## config.mk

```make
export PLATFORM = sky130hd
export DESIGN_NAME = jt12_mmr_q
export DESIGN_NICKNAME = d
export VERILOG_FILES = /design/src/rtl/jt12_mmr_pkg.sv /design/src/rtl/jt12_mmr_wfifo.sv /design/src/rtl/jt12_mmr_q.sv
export SDC_FILE = /design/constraint.sdc
export NUM_CORES = 1
export LEC_CHECK = 0
export CAP_MARGIN = 15
export CORE_UTILIZATION = 60
export DETAILED_ROUTE_END_ITERATION = 16
export PLACE_DENSITY = 0.87
export SYNTH_ARGS = -nofsm -noshare
export SYNTH_HDL_FRONTEND = slang
export SYNTH_HIERARCHICAL = 1
export SYNTH_SLANG_ARGS = --single-unit
```

## constraint.sdc

```tcl
create_clock -name clk -period 8.4 [get_ports clk]
set_clock_uncertainty 0.1 [all_clocks]
set_input_delay 0.84 -clock clk [delete_from_list [all_inputs] [get_ports clk]]
set_output_delay 0.84 -clock clk [all_outputs]
set_load 0.005 [all_outputs]
```

## src/rtl/jt12_mmr_pkg.sv

```systemverilog
// Shared definitions for the JT12 host-write front end: register map,
// dispatcher state encoding and the queued write entry layout.
package jt12_mmr_pkg;

  localparam logic [7:0] REG_TESTYM  = 8'h21;
  localparam logic [7:0] REG_LFO     = 8'h22;
  localparam logic [7:0] REG_CLKA1   = 8'h24;
  localparam logic [7:0] REG_CLKA2   = 8'h25;
  localparam logic [7:0] REG_CLKB    = 8'h26;
  localparam logic [7:0] REG_TIMER   = 8'h27;
  localparam logic [7:0] REG_KON     = 8'h28;
  localparam logic [7:0] REG_PCM     = 8'h2A;
  localparam logic [7:0] REG_PCM_EN  = 8'h2B;
  localparam logic [7:0] REG_DACTEST = 8'h2C;
  localparam logic [7:0] REG_CLK_N6  = 8'h2D;
  localparam logic [7:0] REG_CLK_N3  = 8'h2E;
  localparam logic [7:0] REG_CLK_N2  = 8'h2F;

  // First channel/operator register; everything below is global.
  localparam logic [7:0] REG_CHOP_BASE = 8'h30;

  // Widest bank field carried through the queue (up to 8 banks).
  localparam int unsigned BANK_W_MAX = 3;

  typedef enum logic [0:0] {
    ST_IDLE = 1'b0,
    ST_HOLD = 1'b1
  } mmr_state_t;

  typedef struct packed {
    logic [BANK_W_MAX-1:0] bank;
    logic [7:0]            regn;
    logic [7:0]            data;
  } wentry_t;

  // Channel/operator slot 3 does not exist in any bank; such writes are dropped.
  function automatic logic is_discard(input logic [7:0] regn);
    return (regn >= REG_CHOP_BASE) && (regn[1:0] == 2'b11);
  endfunction

endpackage

```

## src/rtl/jt12_mmr_wfifo.sv

```systemverilog
// Synchronous write FIFO with full/empty flags. A push into a full FIFO is
// accepted when a pop happens in the same cycle.
module jt12_mmr_wfifo #(
  parameter int unsigned DEPTH = 4,
  parameter int unsigned WIDTH = 8
) (
  input  logic             clk,
  input  logic             rst_n,
  input  logic             push,
  input  logic             pop,
  input  logic [WIDTH-1:0] din,
  output logic [WIDTH-1:0] dout,
  output logic             full,
  output logic             empty
);

  localparam int unsigned PW = $clog2(DEPTH);

  logic [WIDTH-1:0] r_mem [DEPTH];
  logic [PW:0]      r_wr_ptr;
  logic [PW:0]      r_rd_ptr;
  logic             w_push_ok;
  logic             w_pop_ok;

  assign empty     = (r_wr_ptr == r_rd_ptr);
  assign full      = (r_wr_ptr[PW] != r_rd_ptr[PW]) &&
                     (r_wr_ptr[PW-1:0] == r_rd_ptr[PW-1:0]);
  assign w_pop_ok  = pop && !empty;
  assign w_push_ok = push && (!full || w_pop_ok);
  assign dout      = r_mem[r_rd_ptr[PW-1:0]];

  // Storage array; contents are don't-care while the pointers say empty.
  always_ff @(posedge clk) begin
    if (w_push_ok) r_mem[r_wr_ptr[PW-1:0]] <= din;
  end

  // Read/write pointers with an extra wrap bit to tell full from empty.
  always_ff @(posedge clk or negedge rst_n) begin
    if (!rst_n) begin
      r_wr_ptr <= '0;
      r_rd_ptr <= '0;
    end else begin
      if (w_push_ok) r_wr_ptr <= r_wr_ptr + 1'b1;
      if (w_pop_ok)  r_rd_ptr <= r_rd_ptr + 1'b1;
    end
  end

endmodule

```

## src/rtl/jt12_mmr_q.sv

```systemverilog
// JT12 host-write front end: edge-detected host writes, queued data writes,
// clk_en-paced dispatch with a busy hold, global register decode and a
// channel/operator update strobe for the register file.
module jt12_mmr_q
  import jt12_mmr_pkg::*;
#(
  parameter int unsigned BANKS = 2,
  parameter int unsigned DEPTH = 4,
  parameter int unsigned HOLD  = 32
) (
  input  logic                        clk,
  input  logic                        rst_n,
  input  logic                        cen,
  output logic                        clk_en,
  input  logic                        write,
  input  logic [$clog2(BANKS):0]      addr,
  input  logic [7:0]                  din,
  output logic                        busy,
  output logic                        ovf,
  output logic                        lfo_en,
  output logic [2:0]                  lfo_freq,
  output logic [9:0]                  value_A,
  output logic [7:0]                  value_B,
  output logic                        load_A,
  output logic                        load_B,
  output logic                        clr_flag_A,
  output logic                        clr_flag_B,
  output logic                        enable_irq_A,
  output logic                        enable_irq_B,
  output logic                        csm,
  output logic                        effect,
  output logic                        fast_timers,
  output logic                        pg_stop,
  output logic                        eg_stop,
  output logic [8:0]                  pcm,
  output logic                        pcm_en,
  output logic                        up_valid,
  output logic [7:0]                  up_reg,
  output logic [7:0]                  up_din,
  output logic [1+$clog2(BANKS):0]    up_ch,
  output logic [1:0]                  up_op
);

  localparam int unsigned CW        = 2 + $clog2(BANKS);
  localparam int unsigned EW        = $bits(wentry_t);
  localparam logic [7:0]  HOLD_INIT = 8'(HOLD - 1);

  // Host interface
  logic                  r_write;
  logic                  w_wr_edge;
  logic [7:0]            r_sel_reg;
  logic [BANK_W_MAX-1:0] r_sel_bank;

  // Queue
  wentry_t               w_push_entry;
  wentry_t               w_head;
  logic [EW-1:0]         w_fifo_dout;
  logic                  w_push;
  logic                  w_full;
  logic                  w_empty;

  // Divider
  logic [2:0]            r_cen_cnt;
  logic [2:0]            r_cen_lim;
  logic [2:0]            r_cen_lim_nxt;

  // Dispatcher
  mmr_state_t            r_state;
  mmr_state_t            w_state_nxt;
  logic [7:0]            r_hcnt;
  logic                  w_pop;
  logic                  w_discard;
  logic                  w_upd;
  logic                  w_glob;

  // Held update fields
  logic [7:0]            r_up_reg;
  logic [7:0]            r_up_din;
  logic [CW-1:0]         r_up_ch;
  logic [1:0]            r_up_op;
  logic [CW-1:0]         w_new_ch;
  logic [1:0]            w_new_op;

  assign w_wr_edge    = write && !r_write;
  assign w_push       = w_wr_edge && addr[0];
  assign w_push_entry = '{bank: r_sel_bank, regn: r_sel_reg, data: din};
  assign w_head       = wentry_t'(w_fifo_dout);
  assign w_discard    = is_discard(w_head.regn);

  assign clk_en = cen && (r_cen_cnt == r_cen_lim);
  assign busy   = !w_empty || (r_state != ST_IDLE);

  // Write edge detector and address latch; address writes bypass the queue.
  always_ff @(posedge clk or negedge rst_n) begin
    if (!rst_n) begin
      r_write    <= 1'b0;
      r_sel_reg  <= '0;
      r_sel_bank <= '0;
    end else begin
      r_write <= write;
      if (w_wr_edge && !addr[0]) begin
        r_sel_reg  <= din;
        r_sel_bank <= BANK_W_MAX'(addr >> 1);
      end
    end
  end

  // Sticky overflow: a data write hit a full queue with no pop to make room.
  always_ff @(posedge clk or negedge rst_n) begin
    if (!rst_n)                                ovf <= 1'b0;
    else if (w_push && w_full && !w_pop)       ovf <= 1'b1;
  end

  jt12_mmr_wfifo #(
    .DEPTH (DEPTH),
    .WIDTH (EW)
  ) u_wfifo (
    .clk   (clk),
    .rst_n (rst_n),
    .push  (w_push),
    .pop   (w_pop),
    .din   (w_push_entry),
    .dout  (w_fifo_dout),
    .full  (w_full),
    .empty (w_empty)
  );

  // Clock divider; a newly dispatched limit only takes effect at the next wrap
  // so the period in flight is never cut short.
  always_ff @(posedge clk or negedge rst_n) begin
    if (!rst_n) begin
      r_cen_cnt <= '0;
      r_cen_lim <= 3'd5;
    end else if (cen) begin
      if (r_cen_cnt == r_cen_lim) begin
        r_cen_cnt <= '0;
        r_cen_lim <= r_cen_lim_nxt;
      end else begin
        r_cen_cnt <= r_cen_cnt + 3'd1;
      end
    end
  end

  // Dispatcher state register.
  always_ff @(posedge clk or negedge rst_n) begin
    if (!rst_n) r_state <= ST_IDLE;
    else        r_state <= w_state_nxt;
  end

  // Dispatcher next state: discarded entries skip the hold entirely.
  always_comb begin
    w_state_nxt = r_state;
    case (r_state)
      ST_IDLE: if (w_pop) w_state_nxt = w_discard ? ST_IDLE : ST_HOLD;
      ST_HOLD: if (clk_en && (r_hcnt == '0)) w_state_nxt = ST_IDLE;
      default: w_state_nxt = ST_IDLE;
    endcase
  end

  // Dispatcher outputs: pop and classify the queue head on an idle clk_en.
  always_comb begin
    w_pop  = 1'b0;
    w_upd  = 1'b0;
    w_glob = 1'b0;
    if ((r_state == ST_IDLE) && clk_en && !w_empty) begin
      w_pop  = 1'b1;
      w_glob = (w_head.regn < REG_CHOP_BASE);
      w_upd  = !w_discard &&
               ((w_head.regn == REG_KON) || (w_head.regn >= REG_CHOP_BASE));
    end
  end

  // Busy hold counter, loaded at each non-discarded dispatch.
  always_ff @(posedge clk or negedge rst_n) begin
    if (!rst_n) begin
      r_hcnt <= '0;
    end else if (w_pop && !w_discard) begin
      r_hcnt <= HOLD_INIT;
    end else if ((r_state == ST_HOLD) && clk_en && (r_hcnt != '0)) begin
      r_hcnt <= r_hcnt - 8'd1;
    end
  end

  // Global register decode; timer pulses drop at the clk_en after dispatch.
  always_ff @(posedge clk or negedge rst_n) begin
    if (!rst_n) begin
      lfo_en        <= 1'b0;
      lfo_freq      <= '0;
      value_A       <= '0;
      value_B       <= '0;
      load_A        <= 1'b0;
      load_B        <= 1'b0;
      clr_flag_A    <= 1'b0;
      clr_flag_B    <= 1'b0;
      enable_irq_A  <= 1'b0;
      enable_irq_B  <= 1'b0;
      csm           <= 1'b0;
      effect        <= 1'b0;
      fast_timers   <= 1'b0;
      pg_stop       <= 1'b0;
      eg_stop       <= 1'b0;
      pcm           <= '0;
      pcm_en        <= 1'b0;
      r_cen_lim_nxt <= 3'd5;
    end else begin
      if (clk_en) begin
        load_A     <= 1'b0;
        load_B     <= 1'b0;
        clr_flag_A <= 1'b0;
        clr_flag_B <= 1'b0;
      end
      if (w_glob) begin
        case (w_head.regn)
          REG_TESTYM: begin
            fast_timers <= w_head.data[2];
            pg_stop     <= w_head.data[3];
            eg_stop     <= w_head.data[5];
          end
          REG_LFO: begin
            lfo_en   <= w_head.data[3];
            lfo_freq <= w_head.data[2:0];
          end
          REG_CLKA1:   value_A[9:2] <= w_head.data;
          REG_CLKA2:   value_A[1:0] <= w_head.data[1:0];
          REG_CLKB:    value_B      <= w_head.data;
          REG_TIMER: begin
            effect       <= |w_head.data[7:6];
            csm          <= (w_head.data[7:6] == 2'b10);
            clr_flag_B   <= w_head.data[5];
            clr_flag_A   <= w_head.data[4];
            enable_irq_B <= w_head.data[3];
            enable_irq_A <= w_head.data[2];
            load_B       <= w_head.data[1];
            load_A       <= w_head.data[0];
          end
          REG_PCM:     pcm[8:1] <= w_head.data;
          REG_PCM_EN:  pcm_en   <= w_head.data[7];
          REG_DACTEST: pcm[0]   <= w_head.data[3];
          REG_CLK_N6:  r_cen_lim_nxt <= 3'd5;
          REG_CLK_N3:  r_cen_lim_nxt <= 3'd2;
          REG_CLK_N2:  r_cen_lim_nxt <= 3'd1;
          default: ;
        endcase
      end
    end
  end

  // Key-on carries its channel in the data byte; other updates in the address.
  assign w_new_ch = (w_head.regn == REG_KON) ? CW'(w_head.data[2:0])
                                             : CW'({w_head.bank, w_head.regn[1:0]});
  assign w_new_op = (w_head.regn == REG_KON) ? 2'd0 : w_head.regn[3:2];

  // Update fields are presented combinationally during the strobe and held after.
  always_ff @(posedge clk or negedge rst_n) begin
    if (!rst_n) begin
      r_up_reg <= '0;
      r_up_din <= '0;
      r_up_ch  <= '0;
      r_up_op  <= '0;
    end else if (w_upd) begin
      r_up_reg <= w_head.regn;
      r_up_din <= w_head.data;
      r_up_ch  <= w_new_ch;
      r_up_op  <= w_new_op;
    end
  end

  assign up_valid = w_upd;
  assign up_reg   = w_upd ? w_head.regn : r_up_reg;
  assign up_din   = w_upd ? w_head.data : r_up_din;
  assign up_ch    = w_upd ? w_new_ch    : r_up_ch;
  assign up_op    = w_upd ? w_new_op    : r_up_op;

endmodule

```

* Word level (Yosys, flattened, before mapping) *
Memory sizes are Yosys's and may differ from the RTL's.
Cells that the tools add are included.

cells by class
  magnitude comparators = 2
  reduce and logical (&&, ||, !) cells = 42
  eq/ne operators = 19
  bitwise gates (word level) = 1
  add/subtract/negate cells = 4
  multiplexer cells = 31

operator list
  kind                                                  count
  equality test 8 x 6 -> 1 bit (second input constant)  13
  two-way mux 8 bit                                     4
  AND reduction 2 bit                                   11
  two-way mux 1 bit                                     20
  logical AND 1 bit                                     17
  adder 3 x 1 -> 3 bit (second input constant)          3
  two-way mux 3 bit                                     3
  one-hot mux 3 bit (3 select lines)                    1
  >= comparator 8 x 6 -> 1 bit (second input constant)  1
  zero test 8 bit                                       1
  < comparator 8 x 6 -> 1 bit (second input constant)   1
  nonzero test 8 bit                                    1
  subtractor 8 x 1 -> 8 bit (second input constant)     1
  equality test 3 bit                                   2
  zero test 1 bit                                       6
  equality test 2 bit (second input constant)           2
  two-way mux 2 bit                                     2
  logical OR 1 bit                                      3
  nonzero test 3 bit                                    1
  equality test 2 bit                                   1
  one-hot mux 1 bit (2 select lines)                    1
  nonzero test 2 bit                                    1
  OR reduction 2 bit                                    1
  inequality test 1 bit                                 1
  inverter 1 bit                                        1

storage, ports and cells
  logic and storage cells = 134
  memories kept = 1
  memory bits (writable) = 68
  flip-flop bits (word level) = 99
  output and inout port bits = 68
  bits of input ports = 14

memories
  memory         words  width  read ports  clocked after Yosys merged registers in  wr ports  RTL line              source
  u_wfifo.r_mem  4      17     1           0                                        1         jt12_mmr_wfifo.sv:19  logic [WIDTH-1:0] r_mem [DEPTH];

* Depth between registers and ports, before layout *
  word-level depth = 10
  gate-level depth with buffers = 10
  gate-level depth less buffers = 8

* Cells and area by module *
Netlist, hierarchy kept.

by module, submodules not included
  module          area each (µm²)  sequential area each (µm²)  cells an instance  times used
  jt12_mmr_q      4,002.6          2,332.2                     299                1
  jt12_mmr_wfifo  3,180.6          2,432.3                     146                1

* Worst setup path before layout *
OpenSTA, ideal clock, no wires.

  kind = register to output
  start = reg u_wfifo.r_rd_ptr[0]
  end = out up_reg[1]
  buffers on the path = 3
  required time = 7,460 ps
  cell stages (with the launch flop) = 9
  slack = 4,648 ps
  arrival time = 2,812 ps
  path through = dfrtp_1 -> buf_2 -> buf_2 -> mux4_2 -> nor4b_2 -> nand4b_1 -> a21oi_1 -> buf_2 -> mux2_2

on the way
  longest elaborated chain between the ends = 7
  elaborated cells between the ends (all ways) = 13
  classes of those cells = order compare: 1; eq/ne: 3; mux: 2; reduce/logical: 6; memory: 1

RTL lines
  item                          RTL line                               source
  start, declared               jt12_mmr_wfifo.sv:21                   logic [PW:0] r_rd_ptr;
  start signal, assigned        jt12_mmr_wfifo.sv:44                   if (w_pop_ok) r_rd_ptr <= r_rd_ptr + 1'b1;
  memory (4 x 17 bit) *         -
  via w_fifo_dout[15]           jt12_mmr_q.sv:57                       logic [EW-1:0] w_fifo_dout;
  >= comparator 8 x 6 -> 1 bit  jt12_mmr_pkg.sv:38, jt12_mmr_q.sv:169
  logical AND 1 bit             jt12_mmr_pkg.sv:38                     return (regn >= REG_CHOP_BASE) && (regn[1:0] == 2'b11);
  zero test 1 bit               jt12_mmr_q.sv:168                      w_upd = !w_discard &&
  logical AND 1 bit *           jt12_mmr_q.sv:168
  two-way mux 1 bit *           jt12_mmr_q.sv:165                      if ((r_state == ST_IDLE) && clk_en && !w_empty) begin
  via up_valid                  jt12_mmr_q.sv:37                       output logic up_valid,
  two-way mux 8 bit *           -
  end, declared                 jt12_mmr_q.sv:38                       output logic [7:0] up_reg,

Mark *: on every way through the listed nets, which the timed path passes. The rest lies on a longest branch.

* Worst setup path after layout *
  start = reg u_wfifo.r_rd_ptr[1]
  end = out up_din[3]

on the way
  elaborated cells between the ends (all ways) = 13
  classes of those cells = order compare: 1; eq/ne: 3; mux: 2; reduce/logical: 6; memory: 1

RTL lines
  item                 RTL line              source
  equality test 3 bit  jt12_mmr_wfifo.sv:25  assign empty = (r_wr_ptr == r_rd_ptr);
  via w_empty          jt12_mmr_q.sv:60      logic w_empty;
  zero test 1 bit      jt12_mmr_q.sv:165
  logical AND 1 bit    jt12_mmr_q.sv:165
  two-way mux 1 bit    jt12_mmr_q.sv:165
  two-way mux 8 bit    -
  end, declared        jt12_mmr_q.sv:39      output logic [7:0] up_din,

The timed path passes the listed nets, and every way through them passes these cells.

==> results.sh <==
export IMPL_regArea_um2=4520
export IMPL_cp_max_fo=20
export IMPL_r2r_end="u_wfifo/r_mem[2][3]"
export IMPL_grt_pass1_wl_mm=22.8
export IMPL_worstSetupEndpointType="output pin"
export IMPL_dr_pass1_iters=5
export IMPL_die_y_um=109
export IMPL_cp_slowest_cell="dfrtp_1"
export IMPL_post_cts_buffers=0
export IMPL_synthCells=434
export IMPL_yosys_warnings=6
export IMPL_avgViaCountPerCell=6.06
export IMPL_grt_overflow=0
export IMPL_antenna_found_initial=0
export IMPL_start_util=0.625
export IMPL_port_buffers=81
export IMPL_totalNegativeSetupSlack_ns=0
export IMPL_crit_required_ns=7.46
export IMPL_die_area_um2=11900
export IMPL_first_iter_violations=301
export IMPL_syn_area_per_cell_um2=15.9
export IMPL_vdd_ir_drop_max_mv=0.197
export IMPL_fin_util=0.761
export IMPL_cts_buffers=17
export IMPL_syn_nets=456
export IMPL_grt_setup_unrepaired="false"
export IMPL_cts_tree="yes"
export IMPL_coreArea_um2=11000
export IMPL_fmax_mhz=181
export IMPL_final_cell_count_no_fill=675
export IMPL_r2r_slack_ns=4.14
export IMPL_path_clk_slew_ns=0.06
export IMPL_grt_max_degree=79
export IMPL_drt_drc_violations_left=0
export IMPL_crit_path_end="up_din[3]"
export IMPL_relSlewSlack=0.228
export IMPL_vias=4093
export IMPL_crit_start="u_wfifo/r_rd_ptr[1]"
export IMPL_crit_chain="xor2_1 -> nor3_1 -> nor3b_1 -> nand4_1 -> a21oi_2 -> buf_4 -> mux2_2 -> clkdlybuf4s50_1"
export IMPL_rr_worst_depth=7
export IMPL_gr_usage_all_layers=0.269
export IMPL_wl_per_cell_um=21.4
export IMPL_largest_reg_flops=68
export IMPL_antenna_left=0
export IMPL_cts_hold_buf=0
export IMPL_setup_viol=0
export IMPL_hold_path_class="input port to asynchronous set/reset pin"
export IMPL_cts_resized_gates=0
export IMPL_min_period_over_period=0.656
export IMPL_crit_path_start_kind="flop"
export IMPL_h_tree_depth=4
export IMPL_synth_area_um2=6890
export IMPL_drv_cap=0
export IMPL_clk_latency_ns=0.42
export IMPL_place_hpwl_mm=9.52
export IMPL_grt_pass1_vias=4134
export IMPL_area_growth_pct=21.7
export IMPL_gp_congestion=0.875
export IMPL_pin_count=82
export IMPL_die_x_um=109
export IMPL_drt_wl_total_mm=14.5
export IMPL_drv_slew=0
export IMPL_leakage_nw=3.40
export IMPL_power_density_nw_per_um2=309
export IMPL_clock_sinks=167
export IMPL_fillers=643
export IMPL_reg2reg_from="u_wfifo/r_rd_ptr[1]"
export IMPL_antenna_cells=0
export IMPL_drive_gt1_frac=0.243
export IMPL_worst_pin_slew_ns=1.15
export IMPL_multiInputGateArea_um2=2240
export IMPL_cts_buffer_depth=2
export IMPL_status="completed"
export IMPL_dpl_cell_count=643
export IMPL_finalHoldViolations=0
export IMPL_nets=544
export IMPL_setup_ws_ns=2.89
export IMPL_cp_arrival_ns=4.57
export IMPL_crit_type="flop to output pin"
export IMPL_clockRootBuffer="clkbuf_16"
export IMPL_max_stage_delay_ns=0.87
export IMPL_fin_crit_ns=5.51
export IMPL_post_place_ws_ns=3.34
export IMPL_num_rows=38
==> report_power, final <==
group	switching, mW	total, mW	internal [mW]
sequential	0.113	1.10	0.990
clock	0.299	0.730	0.431
combinational	0.413	0.758	0.345
total	0.825	2.59	1.77
==> stage by stage <==
step	hold slack [ns]	area, um2	total power, mW
detailed placement	0.361	7840	1.86
CTS	0.220	8390	2.60
global route	0.224	8390	2.71
floorplan	0.347	6890	1.55
global placement	0.362	7840	1.83
finish	0.214	8390	2.59
==> critical path, delay by kind of cell (launching register included) <==
family	cells	cell delay, ns
compound gates	1	0.54
xor+xnor	1	0.68
buf+inv	2	0.82
flops	1	0.87
mux	1	0.38
simple gates	3	0.86
==> how the worst min path moves through the flow <==
| stage | start | end | slack (ns) |
|---|---|---|---|
| floorplan | r_cen_lim_nxt[2] | r_cen_lim_nxt[2] | 0.35 |
| global placement | r_cen_lim_nxt[2] | r_cen_lim_nxt[2] | 0.36 |
| detailed placement | r_cen_lim_nxt[2] | r_cen_lim_nxt[2] | 0.36 |
| CTS | rst_n | r_hcnt[3] | 0.22 |
| global route | rst_n | r_hcnt[2] | 0.22 |
| finish | rst_n | r_hcnt[4] | 0.21 |
==> routing by layer <==
metal  vias up  GRT usage  share of wire
met5         -          0              0
met4         0     0.0800          0.011
met3        14     0.0771          0.072
met2       191      0.448           0.51
met1      2054      0.346           0.40
li1       1834          -              -
==> cell type report <==
type | count | area share
multi-input combinational | 236 | 0.267
clock inverter | 8 | 0.00850
tap | 140 | 0.0209
clock buffer | 24 | 0.0575
timing repair buffer | 85 | 0.0999
sequential | 167 | 0.539
inverter | 15 | 0.00671
==> layout by cell type (no fill, tap or decap), types with 6 or more instances in the layout <==
cell type / instances
clkbuf_16: 18
mux4_2: 17
inv_1: 15
nor2_1: 8
nand4_1: 6
xor2_1: 6
nand3_1: 8
a21oi_1: 6
clkdlybuf4s50_1: 80
o21ai_0: 10
dfrtp_1: 95
edfxtp_1: 68
mux2_2: 69
nand2_1: 15
nand2b_1: 6
ha_1: 8
Note: power is estimated with default switching activity, not from simulation.
